$ cat src/rtl/fetch_unit.sv
// -----------------------------------------------------------------------------
// fetch_unit -- instruction fetch sequencer.
//
// Keeps the program counter, issues one instruction-memory request per FETCH
// strobe, captures the returned word into the instruction register and
// advances the PC. It also applies absolute or PC-relative branch loads, and
// stops for good (until reset) once a halt instruction (opcode 15) is fetched.
//
// Optional feature: define FETCH_TIMEOUT_EN to add a 4-bit request timeout.
// After 16 REQ cycles without an acknowledge the unit enters FAULT. FAULT is
// sticky until reset. Without the macro the unit waits for the acknowledge
// indefinitely, and fault is tied low.
//
// Ports
//   clk       in   1  system clock, rising edge
//   rst_f     in   1  asynchronous active-low reset
//   fetch     in   1  strobe: fetch the next instruction (IDLE only)
//   pc_ld     in   1  strobe: load PC with a branch target (IDLE only)
//   br_rel    in   1  1 = target is pc + br_addr, 0 = target is br_addr
//   br_addr   in  16  absolute target or two's-complement offset
//   im_req    out  1  instruction memory request
//   im_addr   out 16  instruction memory word address (always pc)
//   im_ack    in   1  memory acknowledge, im_data valid in the same cycle
//   im_data   in  32  instruction word from memory
//   ir        out 32  instruction register
//   opcode    out  4  ir[31:28]
//   mm        out  4  ir[27:24]
//   pc        out 16  program counter (word address)
//   ir_valid  out  1  one-cycle pulse after ir has been loaded
//   busy      out  1  high while a request is outstanding
//   halted    out  1  sticky: a halt instruction has been fetched
//   fault     out  1  sticky: memory request timed out
// -----------------------------------------------------------------------------
module fetch_unit (
    input  logic        clk,
    input  logic        rst_f,
    input  logic        fetch,
    input  logic        pc_ld,
    input  logic        br_rel,
    input  logic [15:0] br_addr,
    output logic        im_req,
    output logic [15:0] im_addr,
    input  logic        im_ack,
    input  logic [31:0] im_data,
    output logic [31:0] ir,
    output logic [3:0]  opcode,
    output logic [3:0]  mm,
    output logic [15:0] pc,
    output logic        ir_valid,
    output logic        busy,
    output logic        halted,
    output logic        fault
);

    typedef enum logic [1:0] {
        S_IDLE  = 2'd0,
        S_REQ   = 2'd1,
        S_HALT  = 2'd2,
        S_FAULT = 2'd3
    } state_t;

    localparam logic [3:0] OPC_HALT = 4'hF;

    state_t state;

`ifdef FETCH_TIMEOUT_EN
    logic [3:0] tmo_cnt;
    logic       fault_q;
    assign fault = fault_q;
`else
    assign fault = 1'b0;
`endif

    assign im_addr = pc;
    assign opcode  = ir[31:28];
    assign mm      = ir[27:24];

    // NOTE: all state is written with non-blocking assignments so that every
    // register samples the pre-edge values of its neighbours (e.g. the branch
    // target adds to the old pc, not to a value updated earlier in this block).
    always_ff @(posedge clk or negedge rst_f) begin
        if (!rst_f) begin
            state    <= S_IDLE;
            pc       <= 16'h0000;
            ir       <= 32'h0000_0000;
            im_req   <= 1'b0;
            ir_valid <= 1'b0;
            busy     <= 1'b0;
            halted   <= 1'b0;
`ifdef FETCH_TIMEOUT_EN
            tmo_cnt  <= 4'd0;
            fault_q  <= 1'b0;
`endif
        end else begin
            ir_valid <= 1'b0;
            case (state)
                S_IDLE: begin
                    // A branch load and a fetch in the same cycle: pc takes the
                    // target now, so the request goes out on the new address.
                    if (pc_ld) begin
                        pc <= br_rel ? (pc + br_addr) : br_addr;
                    end
                    if (fetch) begin
                        state  <= S_REQ;
                        im_req <= 1'b1;
                        busy   <= 1'b1;
`ifdef FETCH_TIMEOUT_EN
                        tmo_cnt <= 4'd0;
`endif
                    end
                end

                S_REQ: begin
                    if (im_ack) begin
                        ir       <= im_data;
                        ir_valid <= 1'b1;
                        im_req   <= 1'b0;
                        busy     <= 1'b0;
                        // A halt leaves pc pointing at the halt instruction.
                        if (im_data[31:28] == OPC_HALT) begin
                            state  <= S_HALT;
                            halted <= 1'b1;
                        end else begin
                            state <= S_IDLE;
                            pc    <= pc + 16'd1;
                        end
                    end
`ifdef FETCH_TIMEOUT_EN
                    // tmo_cnt already holds 15 on the 16th ack-less cycle.
                    else if (tmo_cnt == 4'hF) begin
                        state   <= S_FAULT;
                        im_req  <= 1'b0;
                        busy    <= 1'b0;
                        fault_q <= 1'b1;
                    end else begin
                        tmo_cnt <= tmo_cnt + 4'd1;
                    end
`endif
                end

                // HALT and FAULT are left only through reset.
                S_HALT:  state <= S_HALT;
                S_FAULT: state <= S_FAULT;
                default: state <= S_IDLE;
            endcase
        end
    end

endmodule
$ cat config.mk
export PLATFORM = sky130hd
export DESIGN_NAME = fetch_unit
export DESIGN_NICKNAME = d
export VERILOG_FILES = /design/src/rtl/fetch_unit.sv
export SDC_FILE = /design/constraint.sdc
export NUM_CORES = 1
export LEC_CHECK = 0
export CAP_MARGIN = 20
export CORE_ASPECT_RATIO = 1.75
export CORE_MARGIN = 5
export CORE_UTILIZATION = 49
export DETAILED_ROUTE_END_ITERATION = 10
export PLACE_DENSITY = 0.88
export SYNTH_ARGS = -nofsm -noshare
export SYNTH_HDL_FRONTEND = slang
export SYNTH_SLANG_ARGS = --single-unit
$ cat constraint.sdc
create_clock -name clk -period 3.9 [get_ports clk]
set_clock_uncertainty 0.1 [all_clocks]
set_input_delay 0.975 -clock clk [delete_from_list [all_inputs] [get_ports clk]]
set_output_delay 0.975 -clock clk [all_outputs]
set_load 0.02 [all_outputs]
=== Yosys cells after proc, flatten, opt, wreduce, memory -nomap -nowiden ===
Index checks and enable logic that the tools add are counted.

* Register bits: 53
* Output and inout bits: 77
* Word-level logic and storage cells: 37

* Add/sub/neg operators: 2
* Equality and inequality tests: 8
* Multiplexer cells: 14
* Reduce and logical (&&, ||, !) cells: 7

{| class="wikitable"
|+ Operator list
! operator !! count
|-
| 16-bit 2-to-1 mux || 4
|-
| 16-bit one-hot mux with 2 select lines || 1
|-
| 16-bit by 1-bit adder with 16-bit output, second input constant || 1
|-
| 16-bit adder || 1
|-
| 2-bit != test, second input constant || 4
|-
| 2-bit one-hot mux with 4 select lines || 1
|-
| 2-bit 2-to-1 mux || 3
|-
| 3-bit AND reduction || 2
|-
| 2-bit equality test, second input constant || 2
|-
| 4-bit equality test, second input constant || 1
|-
| 1-bit 2-to-1 mux || 4
|-
| 2-bit AND reduction || 2
|-
| 4-bit AND reduction || 1
|-
| 2-bit by 1-bit equality test with 1-bit output, second input constant || 1
|-
| 2-bit logical NOT || 1
|-
| 1-bit one-hot mux with 2 select lines || 1
|-
| 2-bit nonzero test || 1
|}

=== Depth between registers and ports, before layout ===
Gate-level depths: netlist (run 1).

* Word-level depth: 4
* Mapped depth: 11
* Mapped depth without buffers: 9

=== Least setup slack after synthesis (run 1) ===
No wires, ideal clock.

* Kind: in2reg
* Start point: input br_addr[0]
* End point: register pc[14] (netlist: im_addr[14])
* Data arrival time: 2.504 ns
* Data required time: 3.667 ns
* Slack: 1.163 ns
* Stages on the path: 8
* Buffers on the path: 0
* Cell sequence: ha_1 > fa_1 > a21oi_1 > o211ai_1 > o211ai_1 > o21ai_0 > mux2i_1 > o211ai_1

* Longest elaborated chain between the ends: 4

{| class="wikitable"
|+ Ends and longest elaborated chain
! element !! line !! text
|-
| from (decl) || 40 || <nowiki>input logic [15:0] br_addr,</nowiki>
|-
| 16-bit adder || 101 || <nowiki>pc <= br_rel ? (pc + br_addr) : br_addr;</nowiki>
|-
| 16-bit 2-to-1 mux || 101 ||
|-
| 16-bit 2-to-1 mux || 100 || <nowiki>if (pc_ld) begin</nowiki>
|-
| 16-bit one-hot mux with 2 select lines || 96 || <nowiki>case (state)</nowiki>
|-
| to (signal assigned) || 101 ||
|-
| to (signal assigned) || 125 || <nowiki>pc <= pc + 16'd1;</nowiki>
|-
| to (decl) || 48 || <nowiki>output logic [15:0] pc,</nowiki>
|}

Every way passes these cells. The select of a mux whose other input is x is not followed.
A chain may end at the register's enable or synchronous reset.

=== Final worst setup path (run 1) ===
Ends and elaborated chain as after synthesis.

==> results of run 1 <==
==> per-layer routing <==
layer  up-vias  wire (um)  track usage [%]
met3        27        787            6.557
met1      1526       3584            24.71
met4         0        385            11.90
li1       1519          -                -
met2       140       5295            40.72
met5         -          0                0
==> cell usage in the layout, fill, tap and decap left out, types with 3 or more instances in the layout <==
| cell type | n |
|---|---|
| a21o_1 | 6 |
| a22o_1 | 3 |
| o31ai_1 | 3 |
| xnor2_1 | 6 |
| dfrtp_1 | 53 |
| nor2_1 | 32 |
| ha_1 | 21 |
| a211oi_1 | 3 |
| xor2_1 | 4 |
| o21a_1 | 6 |
| buf_4 | 6 |
| o221a_2 | 3 |
| o211ai_1 | 3 |
| and3_1 | 8 |
| nor3_1 | 7 |
| nand3_1 | 6 |
| nand4_1 | 6 |
| inv_1 | 10 |
| o21bai_1 | 3 |
| clkdlybuf4s50_1 | 128 |
| a21oi_1 | 27 |
| a31oi_1 | 5 |
| nand2_1 | 20 |
| nor2b_1 | 3 |
| o21ai_0 | 23 |
| clkbuf_16 | 5 |
| mux2i_1 | 5 |
| mux2_2 | 35 |
==> sequential cells by signal, indices dropped and copies added (netlist names) <==
register,count
busy,1
halted,1
im_addr,16
ir,32
ir_valid,1
state,2
==> worst min-delay path by stage <==
stage                                 to  slack, ns  cells past startpoint                  from
floorplan           state[0]$_DFFE_PN0P_       0.45                      2  state[0]$_DFFE_PN0P_
global placement      halted$_DFFE_PN0P_       0.37                      1    halted$_DFFE_PN0P_
detailed placement    halted$_DFFE_PN0P_       0.37                      1    halted$_DFFE_PN0P_
CTS                   halted$_DFFE_PN0P_       0.39                      1    halted$_DFFE_PN0P_
global route          halted$_DFFE_PN0P_       0.41                      1    halted$_DFFE_PN0P_
finish                halted$_DFFE_PN0P_       0.39                      1    halted$_DFFE_PN0P_
==> critical path, stage by stage <==
cell and delay (ns):
clkdlybuf4s50_1 0.43, ha_1 0.23, fa_1 0.42, a21oi_1 0.28, o211ai_1 0.15, o211ai_1 0.23
o21ai_0 0.27, mux2i_1 0.20, o211ai_1 0.10
==> synth_stat cells (3+ instances only) <==
master and number:
clkbuf_1 9, o21bai_1 3, dfrtp_1 53, mux2i_1 5
a211oi_1 3, mux2_2 35, nand3_1 6, a21oi_1 27
o21a_1 6, a31oi_1 5, a22o_1 3, inv_1 10
o31ai_1 3, xor2_1 4, a21o_1 6, nor2_1 32
ha_1 21, nor2b_1 3, nand4_1 6, o221a_2 3
buf_4 26, xnor2_1 6, nand2_1 20, o21ai_0 23
and3_1 8, nor3_1 7, o211ai_1 3
==> per-stage QoR <==
step	cell area, um2	hold slack, ns	utilization [%]	cells	power, W
3_3_place_gp	4723	0.3681	66.24	551	0.003901
5_1_grt	4880	0.4087	68.43	559	0.004770
2_1_floorplan	3527	0.4513	-	368	0.002948
6_report	4880	0.3899	68.43	559	0.004460
4_1_cts	4880	0.3900	68.43	559	0.004487
3_5_place_dp	4723	0.3696	66.24	551	0.003990
==> cell families (layout without fill, tap and decap cells) <==
kind of cell | Yosys count | count (layout) | synth area share, %
fa+ha+maj | 22 | 22 | 8.017
xor+xnor | 10 | 10 | 2.483
simple gates | 93 | 93 | 12.66
other cells | 1 | 1 | 0.1063
flops | 53 | 53 | 37.60
mux | 40 | 40 | 12.59
buf+inv | 49 | 154 | 8.052
compound gates | 100 | 100 | 18.48
==> power groups by stage <==
stage | sequential [W] | combinational [W] | clock, W
finish | 0.00113 | 0.00285 | 0.000476
global route | 0.00118 | 0.00308 | 0.000506
CTS | 0.00113 | 0.00287 | 0.000485
detailed placement | 0.00113 | 0.00286 | 0
global placement | 0.00111 | 0.00279 | 0
floorplan | 0.00140 | 0.00155 | 0
==> final cells by class <==
class,instances,area [um2]
well taps,86,107.6
fillers,570,2251
repair buffers,135,1331
inverters,11,41.29
multi-input cells,266,1917
clock inverters,2,17.52
flip-flops and latches,53,1326
clock buffers,6,138.9
==> summary.md, run 1 <==
| Metric | Value |
|---|---|
| Synth warnings | 0 |
| Mean number of vias per cell | 5.746 |
| Layout overhead on the synthesized area | 38.35% |
| # diodes | 0 |
| R2R depth | 9 |
| Clock power share | 10.7% |
| Die W | 74.14 um |
| Worst Tran Pin Value | 0.8135 ns |
| Chip height | about 120 um |
| CP endpoint kind | register |
| Required time of the critical path | 3.97 ns |
| First DRT Iteration DRCs | 205 |
| Area leader, netlist | dfrtp_1 |
| #FFs+latches synth | 53 |
| Sw frac | 44.39% |
| Endpoints failing setup | 0 |
| GR Overflow Total | 0 |
| Std-Cell Core Area | ~7000 um2 |
| Wire length per cell | 17.98 um |
| Fin crit share | just over 80% |
| Total I/O pin count | 131 |
| Final setup margin | 0.6977 ns |
| PortBufs | 129 |
| Core Rows | 41 |
| Cts hold-fix bufs | 0 |
| Synthesized Nets | 444 |
| Worst R2R End | im_addr[10]$_DFFE_PN0P_ |
| Initial core utilization | 49.46% |
| Top-area cell type share of the netlist area | 37.60% |
| Clk sinks | 53 |
| Most used DFF post-synth | dfrtp_1 |
| Sequential share of power | 25.4% |
| First-pass GRT wire length | 16410 um |
| Status | complete, no violations |
| Switch Pwr | 0.001979 W |
| CTS Root Buffer Type | clkbuf_16 |
| Total Wirelength | 10050 um |
| First-pass iteration count of the detailed router | 4 |
| Dpl ws | 0.3859 ns |
| Minimum clock period | around 3.2 ns |
| Post-route setup TNS | 0 ns |
| # Post-CTS Setup Buffers | 0 |
| Number of buffers created by CTS | 5 |
| DRT antenna net count | 0 |
| PwrDens | 913.9 nW/um2 |
| GRT Total Usage | 23.27% |
| Leakage | 2.049 nW |
| Final hold vios | 0 |
| Vias | around 3200 |
| FF-to-FF setup slack | 1.18 ns |
| Die Area | roughly 9100 um2 |
| Worst setup path start | br_addr[0] |
| DP HPWL | slightly below 8000 um |
| WP data arrival | ~3.3 ns |
| Int Power | 0.002480 W |
| Max Root-Sink Buffers | 2 |
| Clk pin slew, worst setup/hold paths | approximately 0.070 ns |
| Max cap viols | 0 |
| Post-Synthesis Cells | around 370 |
| Fmax | between 0.3 and 0.4 GHz |
| Peak fanout along the critical path | 4 |
| DRC Markers | 0 |
| Max_slew headroom | 45.77% |
| CTS H-tree lvls | 2 |
| Gpl congestion | 0.9108 |
| CTS tree | yes |
| Async SR Flop Fraction | 100.0% |
| Setup crit end | im_addr[14]$_DFFE_PN0P_ |
| RR Startpoint | state[1]$_DFFE_PN0P_ |
| Netlist cell types | 53 |
| Avg Inst Size Synth | 9.585 um2 |
| Kind of critical path | input port to register |
| Resized cells post-CTS | 0 |
| Sequential area share after synthesis | 37.60% |
| RSZ-0062 raised after global routing | no |
| Worst-Skew Late Latency | 0.30 ns |
| Initial antenna violation count | 0 |
| Combinational Power Share | 63.9% |
| Startpoint types | input port |
| Cell Area, Synth | 3527 um2 |
| Final nets | 548 |
| Top cells by area, synth | dfrtp_1, mux2_2, ha_1 |
| Largest net degree at the start of global routing | 35 |
| Max-slew violations | 0 |
| Vias in the first global route | 3432 |
| Worst Hold Class | register to register |
| Number of flops mapped to enable cells by yosys | 0 |
| Maximum vdd drop | 569.3 uV |
| Fraction of layout cells with a size suffix above 1 | 12.05% |
(Power assumes the default switching activity.)
==> run 2: changes to the inputs <==
--- a/config.mk
+++ b/config.mk
@@ -8,9 +8,9 @@
 export CAP_MARGIN = 20
 export CORE_ASPECT_RATIO = 1.75
 export CORE_MARGIN = 5
-export CORE_UTILIZATION = 49
+export CORE_UTILIZATION = 45
 export DETAILED_ROUTE_END_ITERATION = 10
-export PLACE_DENSITY = 0.88
+export PLACE_DENSITY = 0.82
 export SYNTH_ARGS = -nofsm -noshare
 export SYNTH_HDL_FRONTEND = slang
 export SYNTH_SLANG_ARGS = --single-unit
==> constraint.sdc (replaced) <==
create_clock -name clk -period 3.3 [get_ports clk]
set_clock_uncertainty 0.1 [all_clocks]
set_input_delay 0.825 -clock clk [delete_from_list [all_inputs] [get_ports clk]]
set_output_delay 0.825 -clock clk [all_outputs]
set_load 0.02 [all_outputs]
==> summary.md, run 2 (same netlist as run 1, synthesis figures left out) <==
| Metric | Value |
|---|---|
| Die W | 76.93 um (+3.8%) |
| CTS H-tree lvls | 2 (unchanged) |
| Initial antenna violation count | 0 (unchanged) |
| Total Wirelength | 10220 um (+1.7%) |
| Max-slew violations | 0 (unchanged) |
| Chip height | 127.1 um (+4.0%) |
| Worst-Skew Late Latency | 0.29 ns (about the same) |
| Clk pin slew, worst setup/hold paths | 0.07 ns (about the same) |
| PortBufs | 129 (unchanged) |
| Cts hold-fix bufs | 0 (unchanged) |
| Largest Register | ir |
| Final nets | 551 (+0.55%) |
| CP endpoint kind | register |
| Mean number of vias per cell | 5.918 (+3.0%) |
| Crit-path most repeated cell | o211ai_1 |
| Initial core utilization | 46.29% (-3.2 points) |
| Fmax | 0.3317 GHz |
| CTS tree | yes |
| DRC Markers | 0 (unchanged) |
| Crit-path slowest cell | clkdlybuf4s50_1 |
| Core Rows | 42 (+2.4%) |
| Post-route setup TNS | 0 ns (unchanged) |
| Maximum vdd drop | 549.2 uV (-3.5%) |
| CTS Root Buffer Type | clkbuf_16 |
| Gpl congestion | 0.9593 (+5.3%) |
| Worst Tran Pin Value | 0.7533 ns (-0.06020 ns) |
| Wire length per cell | 18.12 um (+0.80%) |
| Minimum clock period | 3.014 ns |
| Max Root-Sink Buffers | 2 (unchanged) |
| Endpoints failing setup | 0 (unchanged) |
| Kind of critical path | input port to register |
| # diodes | 0 (unchanged) |
| Leakage | 2.079 nW (+1.5%) |
| WP data arrival | 3.08 ns (-0.19 ns) |
| Required time of the critical path | 3.37 ns (-0.60 ns) |
| Die Area | 9778 um2 (+7.9%) |
| Crit path cell chain | clkdlybuf4s50_1, ha_1, fa_1, a21oi_1, o211ai_1, o211ai_1, o21ai_0, mux2i_1, o211ai_1 |
| Most common cell after layout, fill and taps aside | clkdlybuf4s50_1 |
| Vias in the first global route | 3500 (+2.0%) |
| RR Startpoint | im_addr[0]$_DFFE_PN0P_ |
| Hold_sp | halted$_DFFE_PN0P_ |
| Critical path's largest stage delay | 0.42 ns (about the same) |
| Fin crit share | 91.35% |
| Max_slew headroom | 49.60% (+3.8 points) |
| DRT antenna net count | 0 (unchanged) |
| Number of buffers created by CTS | 5 (unchanged) |
| Clk sinks | 53 (unchanged) |
| Worst Hold Class | register to register |
| GRT Total Usage | 20.79% (-2.5 points) |
| Max reg flops | 32 (unchanged) |
| First-pass GRT wire length | 16510 um (+0.63%) |
| Finished layout cell area | 4942 um2 (+1.3%) |
| Std-Cell Core Area | 7620 um2 (+6.9%) |
| PwrDens | 1095 nW/um2 (+20%) |
| Resized cells post-CTS | 0 (unchanged) |
| Vias | 3338 (+3.9%) |
| Status | complete, no violations |
| Max cap viols | 0 (unchanged) |
| Layout fillers | 627 (+10%) |
| RSZ-0062 raised after global routing | no |
| DP Area | 4748 um2 (+0.53%) |
| Peak fanout along the critical path | 4 (unchanged) |
| First DRT Iteration DRCs | 101 (-51%) |
| First-pass iteration count of the detailed router | 4 (unchanged) |
| Most frequent cells in the layout | clkdlybuf4s50_1, dfrtp_1, mux2_2 |
| Worst setup path start | br_addr[0] |
| # Post-CTS Setup Buffers | 0 (unchanged) |
| DP HPWL | 8019 um (+3.2%) |
| Fraction of layout cells with a size suffix above 1 | 12.61% (+0.55 points) |
| Total I/O pin count | 131 (unchanged) |
| GR Overflow Total | 0 (unchanged) |
| Layout overhead on the synthesized area | 40.12% |
| Startpoint types | input port |
| Final hold vios | 0 (unchanged) |
| Largest net degree at the start of global routing | 33 (-5.7%) |
## run 2: cell types whose count changed in the layout (fill, tap and decap cells not counted)
cell       previous run  this run
buf_4                 6         9
clkbuf_8              1         0
bufinv_16             0         2
clkinv_4              1         0
## run 2: path summary, 6_finish.rpt
check	endpoint	slack [ns]	cells past startpoint
worst max-delay path	im_addr[14]$_DFFE_PN0P_	0.29	9
worst min-delay path	halted$_DFFE_PN0P_	0.39	1
worst max register to register	im_addr[14]$_DFFE_PN0P_	0.76	8
worst min register to register	halted$_DFFE_PN0P_	0.39	1
max in group asynchronous	ir[24]$_DFFE_PN0P_	1.93	2
min in group asynchronous	busy$_DFFE_PN0P_	0.50	1
## run 2: per-layer routing
metal	vias to the layer above	GRT usage, %	wire [um]
li1	1534	-	-
met1	1579	21.86	3697
met2	179	36.45	5123
met3	46	4.577	808
met4	0	13.90	592
met5	-	0	0
## run 2: power breakdown
group / switching [W] / internal, W
clock network: 0.000248 / 0.000438
logic: 0.00175 / 0.00165
registers: 0.000345 / 0.000979
## run 2: per-stage QoR
stage          utilization (%)  worst slack [ns]  cells  hold slack (ns)  total power (W)
5_1_grt                  64.86            0.1660    564           0.4292         0.005770
4_1_cts                  64.86            0.2978    564           0.4021         0.005447
2_1_floorplan                -            0.7131    368           0.4294         0.003484
3_5_place_dp             62.32         -0.001827    556           0.3823         0.004743
6_report                 64.86            0.2855    564           0.3926         0.005412
3_3_place_gp             62.32           0.05159    556           0.3659         0.004649
## run 2: area by class of cell
type	instances	area (um2)	share of cell area [%]
multi-input cells	266	1917	38.78
repair buffers	138	1354	27.39
flip-flops and latches	53	1326	26.84
clock buffers	5	125.1	2.532
well taps	88	110.1	2.228
clock inverters	3	68.82	1.392
inverters	11	41.29	0.8354
## run 2: critical path: cells and delay by family
kind	cells	cell delay [ns]
multiplexers	1	0.19
adder cells (fa/ha/maj)	2	0.65
AO/OA/AOI/OAI	5	1.00
buffers and inverters	1	0.42
